===== config.mk =====
export PLATFORM = sky130hd
export DESIGN_NAME = decode_stage_flat
export DESIGN_NICKNAME = d
export VERILOG_FILES = /design/src/rtl/decode_stage_if.sv /design/src/rtl/decode_stage.sv /design/src/flat_wrapper.sv
export SDC_FILE = /design/constraint.sdc
export NUM_CORES = 1
export LEC_CHECK = 0
export ABC_AREA = 0
export ABC_CLOCK_PERIOD_IN_PS = 5800
export BUFFER_PORTS_ARGS = -buffer_cell sky130_fd_sc_hd__buf_2
export CAP_MARGIN = 20
export CORE_MARGIN = 4
export CORE_UTILIZATION = 56
export CTS_CLUSTER_DIAMETER = 50
export DETAILED_ROUTE_END_ITERATION = 16
export PLACE_DENSITY = 0.78
export SKIP_LAST_GASP = 1
export SYNTH_ARGS = -nofsm -noshare
export SYNTH_HDL_FRONTEND = slang
export SYNTH_HIERARCHICAL = 1
export SYNTH_SLANG_ARGS = --single-unit

===== constraint.sdc =====
create_clock -name clk_i -period 5.8 [get_ports clk_i]
set_input_delay 0.87 -clock clk_i [delete_from_list [all_inputs] [get_ports clk_i]]
set_output_delay 0.87 -clock clk_i [all_outputs]
set_load 0.005 [all_outputs]

===== src/rtl/decode_stage_if.sv =====
// decode_stage_if: shared word/immediate types, RV32I major opcodes and the decode stage handshake bundle.
// The packages sit ahead of the interface so that the interface and the stage can both see them.
// slave is the decode stage's view of the bundle; master is the view from fetch and the consumer.
package nebula;
  typedef logic [31:0] word_t;
  typedef enum logic [2:0] {
    i_type = 3'd0,
    s_type = 3'd1,
    b_type = 3'd2,
    u_type = 3'd3,
    j_type = 3'd4
  } imm_t;
endpackage

package opcodes;
  localparam logic [6:0] Lui     = 7'b0110111;
  localparam logic [6:0] AuiPc   = 7'b0010111;
  localparam logic [6:0] Jal     = 7'b1101111;
  localparam logic [6:0] Jalr    = 7'b1100111;
  localparam logic [6:0] Branch  = 7'b1100011;
  localparam logic [6:0] Load    = 7'b0000011;
  localparam logic [6:0] Store   = 7'b0100011;
  localparam logic [6:0] OpImm   = 7'b0010011;
  localparam logic [6:0] Op      = 7'b0110011;
  localparam logic [6:0] MiscMem = 7'b0001111;
  localparam logic [6:0] System  = 7'b1110011;
endpackage

interface decode_stage_if;
  // fetch side
  logic          in_valid_i;
  logic          in_ready_o;
  nebula::word_t pc_i;
  nebula::word_t instr_i;
  // consumer side
  logic          out_valid_o;
  logic          out_ready_i;
  nebula::word_t out_pc_o;
  logic [6:0]    opcode_o;
  logic [4:0]    addr_rd_o;
  logic [4:0]    addr_rs1_o;
  logic [4:0]    addr_rs2_o;
  logic [2:0]    funct3_o;
  logic [6:0]    funct7_o;
  nebula::imm_t  imm_type_o;
  nebula::word_t imm_o;
  logic          illegal_o;

  modport slave (
    input  in_valid_i, pc_i, instr_i, out_ready_i,
    output in_ready_o, out_valid_o, out_pc_o, opcode_o, addr_rd_o, addr_rs1_o, addr_rs2_o,
           funct3_o, funct7_o, imm_type_o, imm_o, illegal_o
  );

  modport master (
    output in_valid_i, pc_i, instr_i, out_ready_i,
    input  in_ready_o, out_valid_o, out_pc_o, opcode_o, addr_rd_o, addr_rs1_o, addr_rs2_o,
           funct3_o, funct7_o, imm_type_o, imm_o, illegal_o
  );
endinterface


===== src/rtl/decode_stage.sv =====
// decode_stage: queued RV32I decoder between fetch and register read; optional illegal check under DECODE_ILLEGAL_CHECK_EN.
// Latency: 1 cycle when queue is empty and the output register is free (input bypasses the queue), else after older entries drain.
// Backpressure: DEPTH-entry queue plus one output register absorb stalls; in_ready drops when the queue is full or on flush/reset.

module imm_gen (
  input  logic [31:7]   instr_i,
  input  nebula::imm_t  imm_type_i,
  output nebula::word_t imm_o
);
  // Reassemble and sign-extend the immediate for the selected format
  always_comb begin
    imm_o = {{20{instr_i[31]}}, instr_i[31:20]};
    case (imm_type_i)
      nebula::s_type: imm_o = {{20{instr_i[31]}}, instr_i[31:25], instr_i[11:7]};
      nebula::b_type: imm_o = {{19{instr_i[31]}}, instr_i[31], instr_i[7], instr_i[30:25], instr_i[11:8], 1'b0};
      nebula::u_type: imm_o = {instr_i[31:12], 12'b0};
      nebula::j_type: imm_o = {{11{instr_i[31]}}, instr_i[31], instr_i[19:12], instr_i[20], instr_i[30:21], 1'b0};
      default:        ;
    endcase
  end
endmodule

module decode_stage #(
  parameter int DEPTH    = 2,
  parameter int NUM_REGS = 32
) (
  input  logic          clk_i,
  input  logic          rst_i,
  input  logic          flush_i,
  decode_stage_if.slave dec_if
);
  import nebula::*;

  localparam int PW = $clog2(DEPTH);
  localparam int CW = $clog2(DEPTH + 1);

  if (DEPTH < 2 || (DEPTH & (DEPTH - 1)) != 0) begin : g_bad_depth
    $error("decode_stage: DEPTH must be a power of two >= 2");
  end
  if (NUM_REGS < 1 || NUM_REGS > 32) begin : g_bad_regs
    $error("decode_stage: NUM_REGS must be in 1..32");
  end

  word_t         pc_mem_q    [DEPTH];
  word_t         instr_mem_q [DEPTH];
  logic [PW-1:0] rd_ptr_q, wr_ptr_q;
  logic [CW-1:0] count_q;

  logic          out_valid_q;
  word_t         out_pc_q, imm_q;
  logic [6:0]    opcode_q, funct7_q;
  logic [4:0]    rd_q, rs1_q, rs2_q;
  logic [2:0]    funct3_q;
  imm_t          imm_type_q;

  logic          in_ready, push, out_free, q_empty, pop, bypass, wr_en, load;
  word_t         sel_pc, sel_instr, imm_d;
  imm_t          imm_type_d;

  // A pop in the same cycle never frees a slot for the input: ready looks only at the registered count.
  assign in_ready  = !rst_i && !flush_i && (count_q < CW'(DEPTH));
  assign push      = dec_if.in_valid_i && in_ready;
  assign out_free  = !out_valid_q || dec_if.out_ready_i;
  assign q_empty   = (count_q == '0);
  assign pop       = out_free && !q_empty;
  assign bypass    = out_free && q_empty && push;
  assign wr_en     = push && !bypass;
  assign load      = pop || bypass;
  assign sel_pc    = q_empty ? dec_if.pc_i    : pc_mem_q[rd_ptr_q];
  assign sel_instr = q_empty ? dec_if.instr_i : instr_mem_q[rd_ptr_q];

  // Immediate format chosen from the major opcode of the selected instruction
  always_comb begin
    imm_type_d = i_type;
    case (sel_instr[6:0])
      opcodes::Store:              imm_type_d = s_type;
      opcodes::Branch:             imm_type_d = b_type;
      opcodes::AuiPc, opcodes::Lui: imm_type_d = u_type;
      opcodes::Jal:                imm_type_d = j_type;
      default:                     ;
    endcase
  end

  imm_gen u_imm_gen (
    .instr_i    (sel_instr[31:7]),
    .imm_type_i (imm_type_d),
    .imm_o      (imm_d)
  );

  // Queue storage; written only when the input is not bypassed straight to the output
  always_ff @(posedge clk_i) begin
    if (wr_en) begin
      pc_mem_q[wr_ptr_q]    <= dec_if.pc_i;
      instr_mem_q[wr_ptr_q] <= dec_if.instr_i;
    end
  end

  // Queue pointers/count and the registered decode bundle
  always_ff @(posedge clk_i) begin
    if (rst_i) begin
      rd_ptr_q    <= '0;
      wr_ptr_q    <= '0;
      count_q     <= '0;
      out_valid_q <= 1'b0;
      out_pc_q    <= '0;
      opcode_q    <= '0;
      rd_q        <= '0;
      rs1_q       <= '0;
      rs2_q       <= '0;
      funct3_q    <= '0;
      funct7_q    <= '0;
      imm_type_q  <= i_type;
      imm_q       <= '0;
    end else if (flush_i) begin
      rd_ptr_q    <= '0;
      wr_ptr_q    <= '0;
      count_q     <= '0;
      out_valid_q <= 1'b0;
    end else begin
      if (wr_en) wr_ptr_q <= wr_ptr_q + PW'(1);
      if (pop)   rd_ptr_q <= rd_ptr_q + PW'(1);
      if (wr_en && !pop)      count_q <= count_q + CW'(1);
      else if (pop && !wr_en) count_q <= count_q - CW'(1);
      if (out_free) out_valid_q <= load;
      if (load) begin
        out_pc_q   <= sel_pc;
        opcode_q   <= sel_instr[6:0];
        rd_q       <= sel_instr[11:7];
        rs1_q      <= sel_instr[19:15];
        rs2_q      <= sel_instr[24:20];
        funct3_q   <= sel_instr[14:12];
        funct7_q   <= sel_instr[31:25];
        imm_type_q <= imm_type_d;
        imm_q      <= imm_d;
      end
    end
  end

`ifdef DECODE_ILLEGAL_CHECK_EN
  localparam logic [5:0] NREG = 6'(NUM_REGS);
  logic illegal_d, illegal_q, known_op;

  // Flag bad compressed-quadrant bits, unknown opcodes and register indices beyond the register file
  always_comb begin
    known_op  = sel_instr[6:0] inside {opcodes::Lui, opcodes::AuiPc, opcodes::Jal, opcodes::Jalr,
                                       opcodes::Branch, opcodes::Load, opcodes::Store, opcodes::OpImm,
                                       opcodes::Op, opcodes::MiscMem, opcodes::System};
    illegal_d = (sel_instr[1:0] != 2'b11) || !known_op ||
                ({1'b0, sel_instr[11:7]}  >= NREG) ||
                ({1'b0, sel_instr[19:15]} >= NREG) ||
                ({1'b0, sel_instr[24:20]} >= NREG);
  end

  // Illegal flag travels with the rest of the bundle
  always_ff @(posedge clk_i) begin
    if (rst_i)                  illegal_q <= 1'b0;
    else if (!flush_i && load)  illegal_q <= illegal_d;
  end

  assign dec_if.illegal_o = illegal_q;
`else
  assign dec_if.illegal_o = 1'b0;
`endif

  assign dec_if.in_ready_o  = in_ready;
  assign dec_if.out_valid_o = out_valid_q;
  assign dec_if.out_pc_o    = out_pc_q;
  assign dec_if.opcode_o    = opcode_q;
  assign dec_if.addr_rd_o   = rd_q;
  assign dec_if.addr_rs1_o  = rs1_q;
  assign dec_if.addr_rs2_o  = rs2_q;
  assign dec_if.funct3_o    = funct3_q;
  assign dec_if.funct7_o    = funct7_q;
  assign dec_if.imm_type_o  = imm_type_q;
  assign dec_if.imm_o       = imm_q;
endmodule


===== src/flat_wrapper.sv =====
// flat-port wrapper written by rule: the top's interface ports become plain ports
module decode_stage_flat import nebula::*;
#(
  parameter int DEPTH    = 2,
  parameter int NUM_REGS = 32
)
  (clk_i, rst_i, flush_i, dec_if_in_valid_i, dec_if_pc_i, dec_if_instr_i, dec_if_out_ready_i, dec_if_in_ready_o, dec_if_out_valid_o, dec_if_out_pc_o, dec_if_opcode_o, dec_if_addr_rd_o, dec_if_addr_rs1_o, dec_if_addr_rs2_o, dec_if_funct3_o, dec_if_funct7_o, dec_if_imm_type_o, dec_if_imm_o, dec_if_illegal_o);
  decode_stage_if dec_if_i ();
  input  logic clk_i;
  input  logic rst_i;
  input  logic flush_i;
  input wire logic [$bits(dec_if_i.in_valid_i)-1:0] dec_if_in_valid_i;
  input wire logic [$bits(dec_if_i.pc_i)-1:0] dec_if_pc_i;
  input wire logic [$bits(dec_if_i.instr_i)-1:0] dec_if_instr_i;
  input wire logic [$bits(dec_if_i.out_ready_i)-1:0] dec_if_out_ready_i;
  output wire logic [$bits(dec_if_i.in_ready_o)-1:0] dec_if_in_ready_o;
  output wire logic [$bits(dec_if_i.out_valid_o)-1:0] dec_if_out_valid_o;
  output wire logic [$bits(dec_if_i.out_pc_o)-1:0] dec_if_out_pc_o;
  output wire logic [$bits(dec_if_i.opcode_o)-1:0] dec_if_opcode_o;
  output wire logic [$bits(dec_if_i.addr_rd_o)-1:0] dec_if_addr_rd_o;
  output wire logic [$bits(dec_if_i.addr_rs1_o)-1:0] dec_if_addr_rs1_o;
  output wire logic [$bits(dec_if_i.addr_rs2_o)-1:0] dec_if_addr_rs2_o;
  output wire logic [$bits(dec_if_i.funct3_o)-1:0] dec_if_funct3_o;
  output wire logic [$bits(dec_if_i.funct7_o)-1:0] dec_if_funct7_o;
  output wire logic [$bits(dec_if_i.imm_type_o)-1:0] dec_if_imm_type_o;
  output wire logic [$bits(dec_if_i.imm_o)-1:0] dec_if_imm_o;
  output wire logic [$bits(dec_if_i.illegal_o)-1:0] dec_if_illegal_o;
  assign dec_if_i.in_valid_i = dec_if_in_valid_i;
  assign dec_if_i.pc_i = dec_if_pc_i;
  assign dec_if_i.instr_i = dec_if_instr_i;
  assign dec_if_i.out_ready_i = dec_if_out_ready_i;
  assign dec_if_in_ready_o = dec_if_i.in_ready_o;
  assign dec_if_out_valid_o = dec_if_i.out_valid_o;
  assign dec_if_out_pc_o = dec_if_i.out_pc_o;
  assign dec_if_opcode_o = dec_if_i.opcode_o;
  assign dec_if_addr_rd_o = dec_if_i.addr_rd_o;
  assign dec_if_addr_rs1_o = dec_if_i.addr_rs1_o;
  assign dec_if_addr_rs2_o = dec_if_i.addr_rs2_o;
  assign dec_if_funct3_o = dec_if_i.funct3_o;
  assign dec_if_funct7_o = dec_if_i.funct7_o;
  assign dec_if_imm_type_o = dec_if_i.imm_type_o;
  assign dec_if_imm_o = dec_if_i.imm_o;
  assign dec_if_illegal_o = dec_if_i.illegal_o;
  decode_stage #(.DEPTH(DEPTH), .NUM_REGS(NUM_REGS)) u_core (.clk_i(clk_i), .rst_i(rst_i), .flush_i(flush_i), .dec_if(dec_if_i));
endmodule

-- Word-level counts from Yosys, hierarchy flattened
Memory sizes are Yosys's and may differ from the RTL's. A register that Yosys moved wholly into a read port is not among the register bits.
Index checks and enable logic that the tools add are counted.
- memories kept: 2
- flip-flop bits (word level): 104
- word-level logic and storage cells: 65
- output and inout port bits: 102
- RAM bits: 128
- memories (memory ; depth ; bits a word ; read ports ; clocked after memory_dff ; wr ports ; line ; RTL):
    u_core.instr_mem_q ; 2 ; 32 ; 1 ; 1 ; 1 ; decode_stage.sv:45 ; word_t instr_mem_q [DEPTH];
    u_core.pc_mem_q ; 2 ; 32 ; 1 ; 1 ; 1 ; decode_stage.sv:44 ; word_t pc_mem_q [DEPTH];
- eq/ne operators: 9
- magnitude comparators: 1
- reductions and logical operators: 23
- $add $sub $neg: 4
- muxes and demuxes: 12
- bitwise operators: 1
- operator list (cell ; count):
    31-bit one-hot mux with 4 select lines ; 1
    32-bit two-way mux ; 2
    7-bit by 6-bit equality test with 1-bit output (second input constant) ; 2
    7-bit equality test (second input constant) ; 2
    3-bit one-hot mux with 4 select lines ; 1
    1-bit logical AND ; 9
    7-bit by 5-bit equality test with 1-bit output (second input constant) ; 1
    1-bit logical NOT ; 7
    3-bit by 2-bit equality test with 1-bit output (second input constant) ; 2
    1-bit two-way mux ; 6
    2-bit two-way mux ; 2
    2-bit OR reduction ; 2
    3-bit by 1-bit equality test with 1-bit output (second input constant) ; 1
    3-bit equality test (second input constant) ; 1
    1-bit adder (second input constant) ; 2
    2-bit by 1-bit adder with 2-bit output (second input constant) ; 1
    2-bit logical NOT ; 1
    1-bit logical OR ; 2
    2-bit < comparator (second input constant) ; 1
    2-bit AND reduction ; 1
    2-bit nonzero test ; 1
    2-bit by 1-bit subtractor with 2-bit output (second input constant) ; 1
    1-bit inverter ; 1

-- Logic depth before layout (Yosys ltp)
Gate-level depths: netlist (run 1).
- depth after elaboration: 11
- gate-level depth with buffers: 13

-- Cells and area by module
Netlist (run 1), hierarchy kept.
- modules (own cells, without submodules) (module ; cells an instance ; times used ; area an instance (um2)):
    decode_stage ; 787 ; 1 ; 8953.6
    imm_gen ; 90 ; 1 ; 591.8

-- Worst setup path before layout (run 1)
Ideal clock, no wire load.
- path kind: in2reg
- start point: in flush_i
- end point: mem u_core/instr_mem_q[0][0] (netlist bit) (enable)
- setup time: 487 ps
- setup slack: 967 ps
- buffers on the path: 1
- cell stages on the path: 5
- data arrival time: 4347 ps
- required time: 5313 ps
- cell sequence: or2_2 > clkbuf_1 > nor2_1 > o211ai_1 > nor2_1
- cells in the longest elaborated chain, start to end: 9
- RTL lines (element ; line ; RTL):
    start, declared ; flat_wrapper.sv:11 ; input logic flush_i;
    1-bit logical NOT * ; decode_stage.sv:61 ; assign in_ready = !rst_i && !flush_i && (count_q < CW'(DEPTH));
    1-bit logical AND * (2 in series) ; decode_stage.sv:61 ;
    net dec_if_in_ready_o ; flat_wrapper.sv:16 ; output wire logic [$bits(dec_if_i.in_ready_o)-1:0] dec_if_in_ready_o;
    1-bit logical AND * ; decode_stage.sv:62 ; assign push = dec_if.in_valid_i && in_ready;
    1-bit logical AND ; decode_stage.sv:66 ; assign bypass = out_free && q_empty && push;
    1-bit logical NOT ; decode_stage.sv:67 ; assign wr_en = push && !bypass;
    1-bit logical AND * ; decode_stage.sv:67 ;
    1-bit two-way mux * ; decode_stage.sv:92 ; if (wr_en) begin
    1-bit two-way mux (not written as such) * ; decode_stage.sv:94 ; instr_mem_q[wr_ptr_q] <= dec_if.instr_i;
    end, declared ; decode_stage.sv:45 ;
Mark *: on every way through the listed nets, which the timed path passes. The rest lies on a longest branch.

-- Worst setup path in the final report (run 1)
- start point: reg u_core.count_q[0]
- end point: reg u_core.imm_q[25], in the netlist u_core/dec_if.imm_o[25]
- cells in the longest elaborated chain, start to end: 7
- elaborated cells on any way between the ends: 23
- RTL lines (element ; line ; RTL):
    start, declared ; decode_stage.sv:47 ; logic [CW-1:0] count_q;
    start signal, assigned ; decode_stage.sv:122 ; if (wr_en && !pop) count_q <= count_q + CW'(1);
    start signal, assigned ; decode_stage.sv:123 ; else if (pop && !wr_en) count_q <= count_q - CW'(1);
    2-bit logical NOT * ; decode_stage.sv:64 ; assign q_empty = (count_q == '0);
    32-bit two-way mux * ; decode_stage.sv:70 ; assign sel_instr = q_empty ? dec_if.instr_i : instr_mem_q[rd_ptr_q];
    7-bit by 5-bit equality test with 1-bit output or 7-bit by 6-bit equality test with 1-bit output (tied branches) ; decode_stage.sv:75 ; case (sel_instr[6:0])
    2-bit OR reduction ; decode_stage.sv:75 ;
    3-bit one-hot mux with 4 select lines * ; decode_stage.sv:75 ;
    net u_core.imm_type_d[1] ; decode_stage.sv:58 ; imm_t imm_type_d;
    3-bit equality test, or another cell as far along ; decode_stage.sv:13 ; case (imm_type_i)
    31-bit one-hot mux with 4 select lines * ; decode_stage.sv:13 ;
    net u_core.imm_d[25] ; decode_stage.sv:57 ; word_t sel_pc, sel_instr, imm_d;
    end signal, assigned ; decode_stage.sv:134 ; imm_q <= imm_d;
    end, declared ; decode_stage.sv:50 ; word_t out_pc_q, imm_q;
Marked as above.
A chain may end at the register's enable or synchronous reset.

==> impl_metrics.csv, run 1 <==
group,metric,value,unit
global_routing,grt_first_pass_wirelength,35.5,mm
critical_path,timing.reg2reg.setup_slack,1.75,ns
synth,yosysSeqAreaShare,62.3,%
floorplanning,io-pin-count,171,
placed_design,io_buffers,169,
run_status,status,"complete, no violations",
final_layout,fillCellCount,1212,
sta,min_period_over_period,69.9,%
detailed_routing,postRouteAntennaNets,0,
synth,yosys.area.top_type_share,40.3,%
critical_path,r2r_end,"u_core/dec_if.imm_o[25]",
critical_path,critPathLaunchType,"flip-flop",
power_and_ir_drop,p_seq_share,48.4,%
detailed_routing,wl_per_cell,17.9,µm
synth,synth_area_leader_cell,"edfxtp_1",
power_and_ir_drop,comb_power_share,6.4,%
detailed_routing,wl_met2,10.5,mm
detailed_routing,wl_met3,1.77,mm
final_layout,multi_input_area,3230,µm²
critical_path,cp_max_fo,33,
sta,rsz0062_at_grt,"no",
synth,yosys-top-cells-area,"edfxtp_1 (40%), dfxtp_1 (22%), nand2_1 (8.8%)",
clock_tree,cts_inserted_buffers,26,
floorplanning,die_h,139,µm
critical_path,end_kind,"flip-flop",
synth,avgSynthCellArea,10.9,µm²
sta,tightest_slew,0.899,ns
synth,yosysWarnings,6,
synth,syn_nets,947,
critical_path,worst-setup-path-type,"flip-flop to flip-flop",
detailed_routing,dr.pass1.iters,5,
critical_path,critPathCapture,"u_core/dec_if.imm_o[25]",
critical_path,cp.required,6.19,ns
power_and_ir_drop,power.density,326,nW/µm²
final_layout,final_nets,1087,
clock_tree,clk_latency,0.52,ns
detailed_routing,drt_wl_total,22.5,mm
placed_design,dp_slack,1.83,ns
power_and_ir_drop,p_int,2890,µW
run,cap_violations,0,
power_and_ir_drop,peakVddDrop,0.247,mV
critical_path,slowest_stage,"and3b_1",
power_and_ir_drop,switchingPower,808,µW
sta,clock_skew,0.00834,ns
placed_design,globalplace.congestion,0.812,
clock_tree,cts.sinks,233,
final_layout,drive_gt1_share,23.0,%
hold_path,min_path_type,"flip-flop to flip-flop",
critical_path,cp_data_arrival_time,4.44,ns
placed_design,hpwl,14.2,mm
detailed_routing,drc,0,
synth,async_flop_share,0,%
global_routing,antenna_found_initial,0,
sta,fin_crit,4.05,ns
detailed_routing,top_layer_used,"met4",
final_layout,diodes,0,
global_routing,grt_pass1_vias,6653,
final_layout,regArea,5950,µm²
sta,max_clock_freq,247,MHz
critical_path,worstPathCellList,"or2_2, a21oi_1, nor3b_1, nand2_1, nand2_1, and3b_1, nor2b_2, a21o_1, nand2_1, a21oi_1",
clock_tree,root_buffer,"clkbuf_16",
floorplanning,fp-row-count,47,
critical_path,startpoint,"u_core/count_q[0]",
clock_tree,post_cts_buffers,0,
global_routing,grt_start_max_net_pins,103,
synth,synth_area,9550,µm²
synth,synthDistinctLibCells,44,
synth,synth-edff-count,128,
critical_path,max_stage_delay,0.77,ns
critical_path,crit_top_cell,"nand2_1",
critical_path,critical_path_buf_inv_count,0,
critical_path,r2r-start,"u_core/count_q[0]",
sta,max_slew_margin,39.9,%
clock_tree,cts_hold_buf,0,
detailed_routing,drt_iter0_markers,588,
floorplanning,core,16600,µm²
floorplanning,die_w,139,µm
sta,setup-tns-final,0,ns
synth,syn_inst,877,
floorplanning,fp.dieArea,19200,µm²
floorplanning,start_util,57.4,%
sta,finalWorstSetupSlack,1.75,ns
clock_tree,cts_tree,"done",
critical_path,r2r_cells,10,
clock_tree,clock_tree.buffer_depth,3,
power_and_ir_drop,swShare,21.9,%
sta,setup_violations,0,
clock_tree,clkTransAtPathRegs,0.06,ns
clock_tree,cts_max_level,1,
power_and_ir_drop,clkPwrFrac,45.2,%
synth,yosys_register_bits,233,
final_layout,syn_to_final_growth,18.8,%
detailed_routing,post_drt_via_cell_ratio,5.63,
clock_tree,cts-resized-gates,0,
final_layout,fin_util,68.2,%
sta,slew_viol_final,0,
detailed_routing,wl_met1,9.53,mm
detailed_routing,via_count,7077,
power_and_ir_drop,leakagePower,0.00422,µW
critical_path,worst-path-stages,10,
sta,timing.final.hold_violations,0,
synth,dominantRegCellSynth,"edfxtp_1",
global_routing,grtUsageTotal,22.4,%
critical_path,crit_family,"simple AND/OR/NAND/NOR gates",
global_routing,grt_overflow,0,
[layer usage]
layer,global-route usage (%),up-vias
met5,0,-
met4,7.49,0
met3,4.14,46
met2,35.7,304
met1,31.3,3333
li1,-,3394
[tightest hold or removal path: stages, from the launching register on]
cell and delay [ns]:
dfxtp_1 0.30, nand2_1 0.05, a21oi_1 0.05
[final cells by class]
| class | count | area share (%) |
|---|---|---|
| multi-input combinational | 572 | 28.5 |
| sequential | 233 | 52.5 |
| tap | 220 | 2.43 |
| clock buffer | 35 | 6.49 |
| clock inverter | 13 | 1.36 |
| inverter | 4 | 0.132 |
| timing repair buffer | 180 | 8.67 |
[flip-flops by register name (all words and copies together) (netlist names), named ones only]
register and flops:
u_core/dec_if.out_valid_o 1, u_core/dec_if.funct7_o 7, u_core/instr_mem_q 64, u_core/dec_if.imm_type_o 3, u_core/dec_if.addr_rs1_o 5, u_core/dec_if.out_pc_o 32, u_core/dec_if.opcode_o 7, u_core/dec_if.addr_rd_o 5
u_core/pc_mem_q 64, u_core/dec_if.addr_rs2_o 5, u_core/count_q 2, u_core/rd_ptr_q 1, u_core/dec_if.imm_o 32, u_core/dec_if.funct3_o 3, u_core/wr_ptr_q 1
[cell usage in the layout (no fill, tap or decap), types with 16 or more instances in the layout]
cell and instances:
o21ai_0 32, buf_2 168, mux2i_1 66, dfxtp_1 104
nor2_1 16, edfxtp_1 128, clkbuf_16 27, nand2_1 225
o211ai_1 33, a21oi_1 107
[synth_stat cells (2+ instances only)]
cell type and instances:
or2_2 2, a21oi_2 5, a211oi_1 8, inv_1 4, a22o_1 3, o22ai_1 8, nor2b_1 11, buf_2 22
or3_1 3, nand2_1 225, o21ai_0 33, nor2_1 19, a21o_1 11, edfxtp_1 128, nand2b_1 3, o211ai_1 33
nor3b_1 2, dfxtp_1 105, a311oi_1 2, buf_6 8, xor2_1 2, nor3_1 8, buf_4 11, buf_1 2
and3b_1 5, a21oi_1 107, mux2i_1 66, and4bb_2 2, clkbuf_1 24
[power groups by stage]
| stage | clock (µW) | combinational (µW) | sequential, µW |
|---|---|---|---|
| 6_report | 1670 | 236 | 1790 |
| 3_5_place_dp | 0 | 229 | 1820 |
| 2_1_floorplan | 0 | 133 | 1820 |
| 3_3_place_gp | 0 | 224 | 1820 |
| 4_1_cts | 1700 | 231 | 1790 |
| 5_1_grt | 1770 | 261 | 1790 |
[worst min path at each step]
stage / startpoint / endpoint / cells past startpoint
2_1_floorplan: u_core/rd_ptr_q / flip-flop / 2
3_3_place_gp: u_core/dec_if.funct7_o[0] / u_core/dec_if.funct7_o[0] / 2
3_5_place_dp: u_core/dec_if.out_pc_o[19] / u_core/dec_if.out_pc_o[19] / 2
4_1_cts: u_core/dec_if.out_pc_o[19] / u_core/dec_if.out_pc_o[19] / 2
5_1_grt: u_core/dec_if.out_pc_o[19] / u_core/dec_if.out_pc_o[19] / 2
6_report: u_core/dec_if.addr_rs2_o[3] / u_core/dec_if.addr_rs2_o[3] / 2
[metrics by stage]
stage	hold WS (ns)	instance area, µm²	power [µW]	std cells
after floorplan	0.450	9550	1960	877
after detailed placement	0.443	10400	2050	1206
after global placement	0.441	10400	2050	1206
after global routing	0.467	11300	3820	1257
after CTS	0.452	11300	3720	1254
final	0.450	11300	3690	1257
[cell families after synthesis]
logic type	count (synthesis)	synth area share, %
AO/OA/AOI/OAI	213	13.2
XOR/XNOR	3	0.275
adder cells (fa/ha/maj)	1	0.131
buffers and inverters	72	4.19
flip-flops	233	62.3
multiplexers	66	6.92
other	1	0.0393
AND/OR/NAND/NOR	288	12.9
Power figures use the tool's default switching activity.
==> run 2, diff against run 1 <==
- ABC_CLOCK_PERIOD_IN_PS: 5800 -> 3350
- CORE_UTILIZATION: 56 -> 50
- PLACE_DENSITY: 0.78 -> 0.74
- clock period: 5.8 -> 3.35 ns (I/O delays scaled with it)
==> run 2 against run 1 <==
Effect of this change: maximum frequency grew 38%; non-clock buffer count up 14; critical path depth grew 1; register-to-register slack worse by 1.3 ns; clock power rose by 70%.
==> impl_metrics.csv, run 2 (synthesis results as in run 1) <==
group,metric,value,unit
global_routing,met1_usage,27.8,%
clock_tree,post_cts_buffers,0,
final_layout,regArea,5950,µm²
critical_path,end_kind,"flip-flop",
floorplanning,fp.dieArea,21400,µm²
power_and_ir_drop,comb_power_share,6.5,%
sta,max_slew_margin,53.5,%
global_routing,antenna_found_initial,1,
clock_tree,cts_tree,"done",
clock_tree,clkTransAtPathRegs,0.06,ns
sta,timing.final.hold_violations,0,
hold_path,worstHoldEndpoint,"u_core/pc_mem_q[1][29]",
final_layout,multi_input_area,3230,µm²
placed_design,io_buffers,169,
global_routing,top_usage_layer,"met2",
sta,rsz0062_at_grt,"no",
floorplanning,fp-row-count,50,
power_and_ir_drop,peakVddDrop,0.425,mV
clock_tree,clock_tree.buffer_depth,3,
detailed_routing,via_count,7002,
critical_path,cp_data_arrival_time,3.33,ns
critical_path,crit_top_cell,"nand2_1",
detailed_routing,wl_per_cell,17.5,µm
run,cap_violations,0,
final_layout,syn_to_final_growth,20.2,%
detailed_routing,post_drt_via_cell_ratio,5.45,
power_and_ir_drop,power.density,553,nW/µm²
placed_design,hpwl,14.7,mm
final_layout,most-common-layout-cells,"nand2_1 (225), buf_2 (168), edfxtp_1 (128)",
global_routing,grt_start_max_net_pins,101,
critical_path,cp_max_fo,14,
run_status,status,"complete, no violations",
power_and_ir_drop,switchingPower,1380,µW
hold_path,min_path_type,"input pin to flip-flop",
placed_design,dp_slack,0.407,ns
global_routing,grt_overflow,0,
clock_tree,cts_hold_buf,0,
power_and_ir_drop,swShare,21.7,%
global_routing,use_met2,34.1,%
sta,finalWorstSetupSlack,0.404,ns
detailed_routing,drc,0,
global_routing,met3_usage,4.69,%
floorplanning,die_h,146,µm
floorplanning,start_util,50.9,%
clock_tree,cts.sinks,233,
critical_path,timing.reg2reg.setup_slack,0.40,ns
final_layout,final_nets,1101,
clock_tree,clk_latency,0.51,ns
floorplanning,die_w,146,µm
floorplanning,io-pin-count,171,
placed_design,globalplace.congestion,0.788,
clock_tree,cts_inserted_buffers,26,
hold_path,holdCritStartpoint,"dec_if_pc_i[29]",
final_layout,drive_gt1_share,23.8,%
power_and_ir_drop,clkPwrFrac,44.7,%
final_layout,instances_no_fill,1285,
power_and_ir_drop,p_int,4970,µW
sta,min_period_over_period,87.9,%
detailed_routing,dr.pass1.iters,5,
power_and_ir_drop,p_seq_share,48.8,%
floorplanning,core,18800,µm²
sta,fin_crit,2.95,ns
sta,clock_skew,0.0127,ns
critical_path,cp.required,3.73,ns
critical_path,critPathLaunchType,"flip-flop",
critical_path,worstPathCellList,"or2_2, a21oi_1, and4bb_1, nand2_1, nand2_1, buf_4, or3b_1, nor2_1, a211oi_1, nand2_1, a21oi_1",
global_routing,grtUsageTotal,20.5,%
clock_tree,cts_max_level,1,
sta,hold_ws,0.193,ns
final_layout,fillCellCount,1545,
sta,slew_viol_final,0,
global_routing,grt_first_pass_wirelength,36.4,mm
critical_path,max_stage_delay,0.51,ns
final_layout,diodes,0,
critical_path,r2r_cells,11,
critical_path,worst-setup-path-type,"flip-flop to flip-flop",
sta,max_clock_freq,339,MHz
final_layout,reg.largest.list,"u_core/instr_mem_q: 64 flops, u_core/pc_mem_q: 64 flops",
clock_tree,root_buffer,"clkbuf_16",
detailed_routing,postRouteAntennaNets,0,
sta,tightest_slew,0.690,ns
clock_tree,cts-resized-gates,0,
detailed_routing,drt_iter0_markers,380,
sta,setup-tns-final,0,ns
final_layout,mostFrequentLayoutCell,"nand2_1",
placed_design,place_inst,1236,
critical_path,r2r_end,"u_core/dec_if.imm_o[14]",
power_and_ir_drop,leakagePower,0.00428,µW
hold_path,worstHoldPathCells,1,
critical_path,r2r-start,"u_core/count_q[1]",
sta,setup_violations,0,
critical_path,slowest_stage,"or3b_1",
detailed_routing,drt_wl_total,22.5,mm
global_routing,grt_pass1_vias,6893,
run 2: worst max-delay path by stage:
stage	to	cells past startpoint	slack (ns)	start
2_1_floorplan	u_core/instr_mem_q[1][0]	5	-0.07	flush_i
3_3_place_gp	u_core/dec_if.imm_o[18]	11	0.54	u_core/count_q[1]
3_5_place_dp	u_core/dec_if.imm_o[14]	11	0.41	u_core/count_q[1]
4_1_cts	u_core/dec_if.imm_o[14]	11	0.38	u_core/count_q[1]
5_1_grt	u_core/dec_if.imm_o[13]	11	0.13	flip-flop
6_report	u_core/dec_if.imm_o[14]	11	0.40	u_core/count_q[1]
run 2: critical path, delay by kind of cell, from the launching register on:
| family | cells | cell delay (ns) |
|---|---|---|
| simple gates | 7 | 1.77 |
| buf+inv | 1 | 0.28 |
| flops | 1 | 0.30 |
| compound gates | 3 | 0.46 |
run 2: per-layer routing:
metal	share of wire, %	wire length [µm]	vias up
met5	0.058	13	-
met4	1.3	282	2
met3	7.3	1650	21
met2	48	10900	222
met1	43	9650	3336
li1	-	-	3421
run 2: power groups by stage:
stage               registers [µW]  logic, µW  clock network [µW]
floorplan                     3160        231                   0
finish                        3100        410                2840
global placement              3160        397                   0
detailed placement            3160        404                   0
global route                  3100        456                3030
CTS                           3100        407                2890
run 2: stage by stage:
stage	utilization [%]	power, µW	area [µm²]
floorplan	-	3390	9550
global placement	56.4	3550	10600
detailed placement	56.4	3560	10600
CTS	61.0	6400	11400
global route	61.2	6580	11500
finish	61.2	6340	11500
run 2: layout make-up:
class	instances	share of cell area, %
Clock inverter	13	1.36
Multi-Input combinational cell	572	28.1
Inverter	4	0.131
Sequential cell	233	51.8
Clock buffer	35	6.24
Tap cell	234	2.55
Timing Repair Buffer	194	9.75
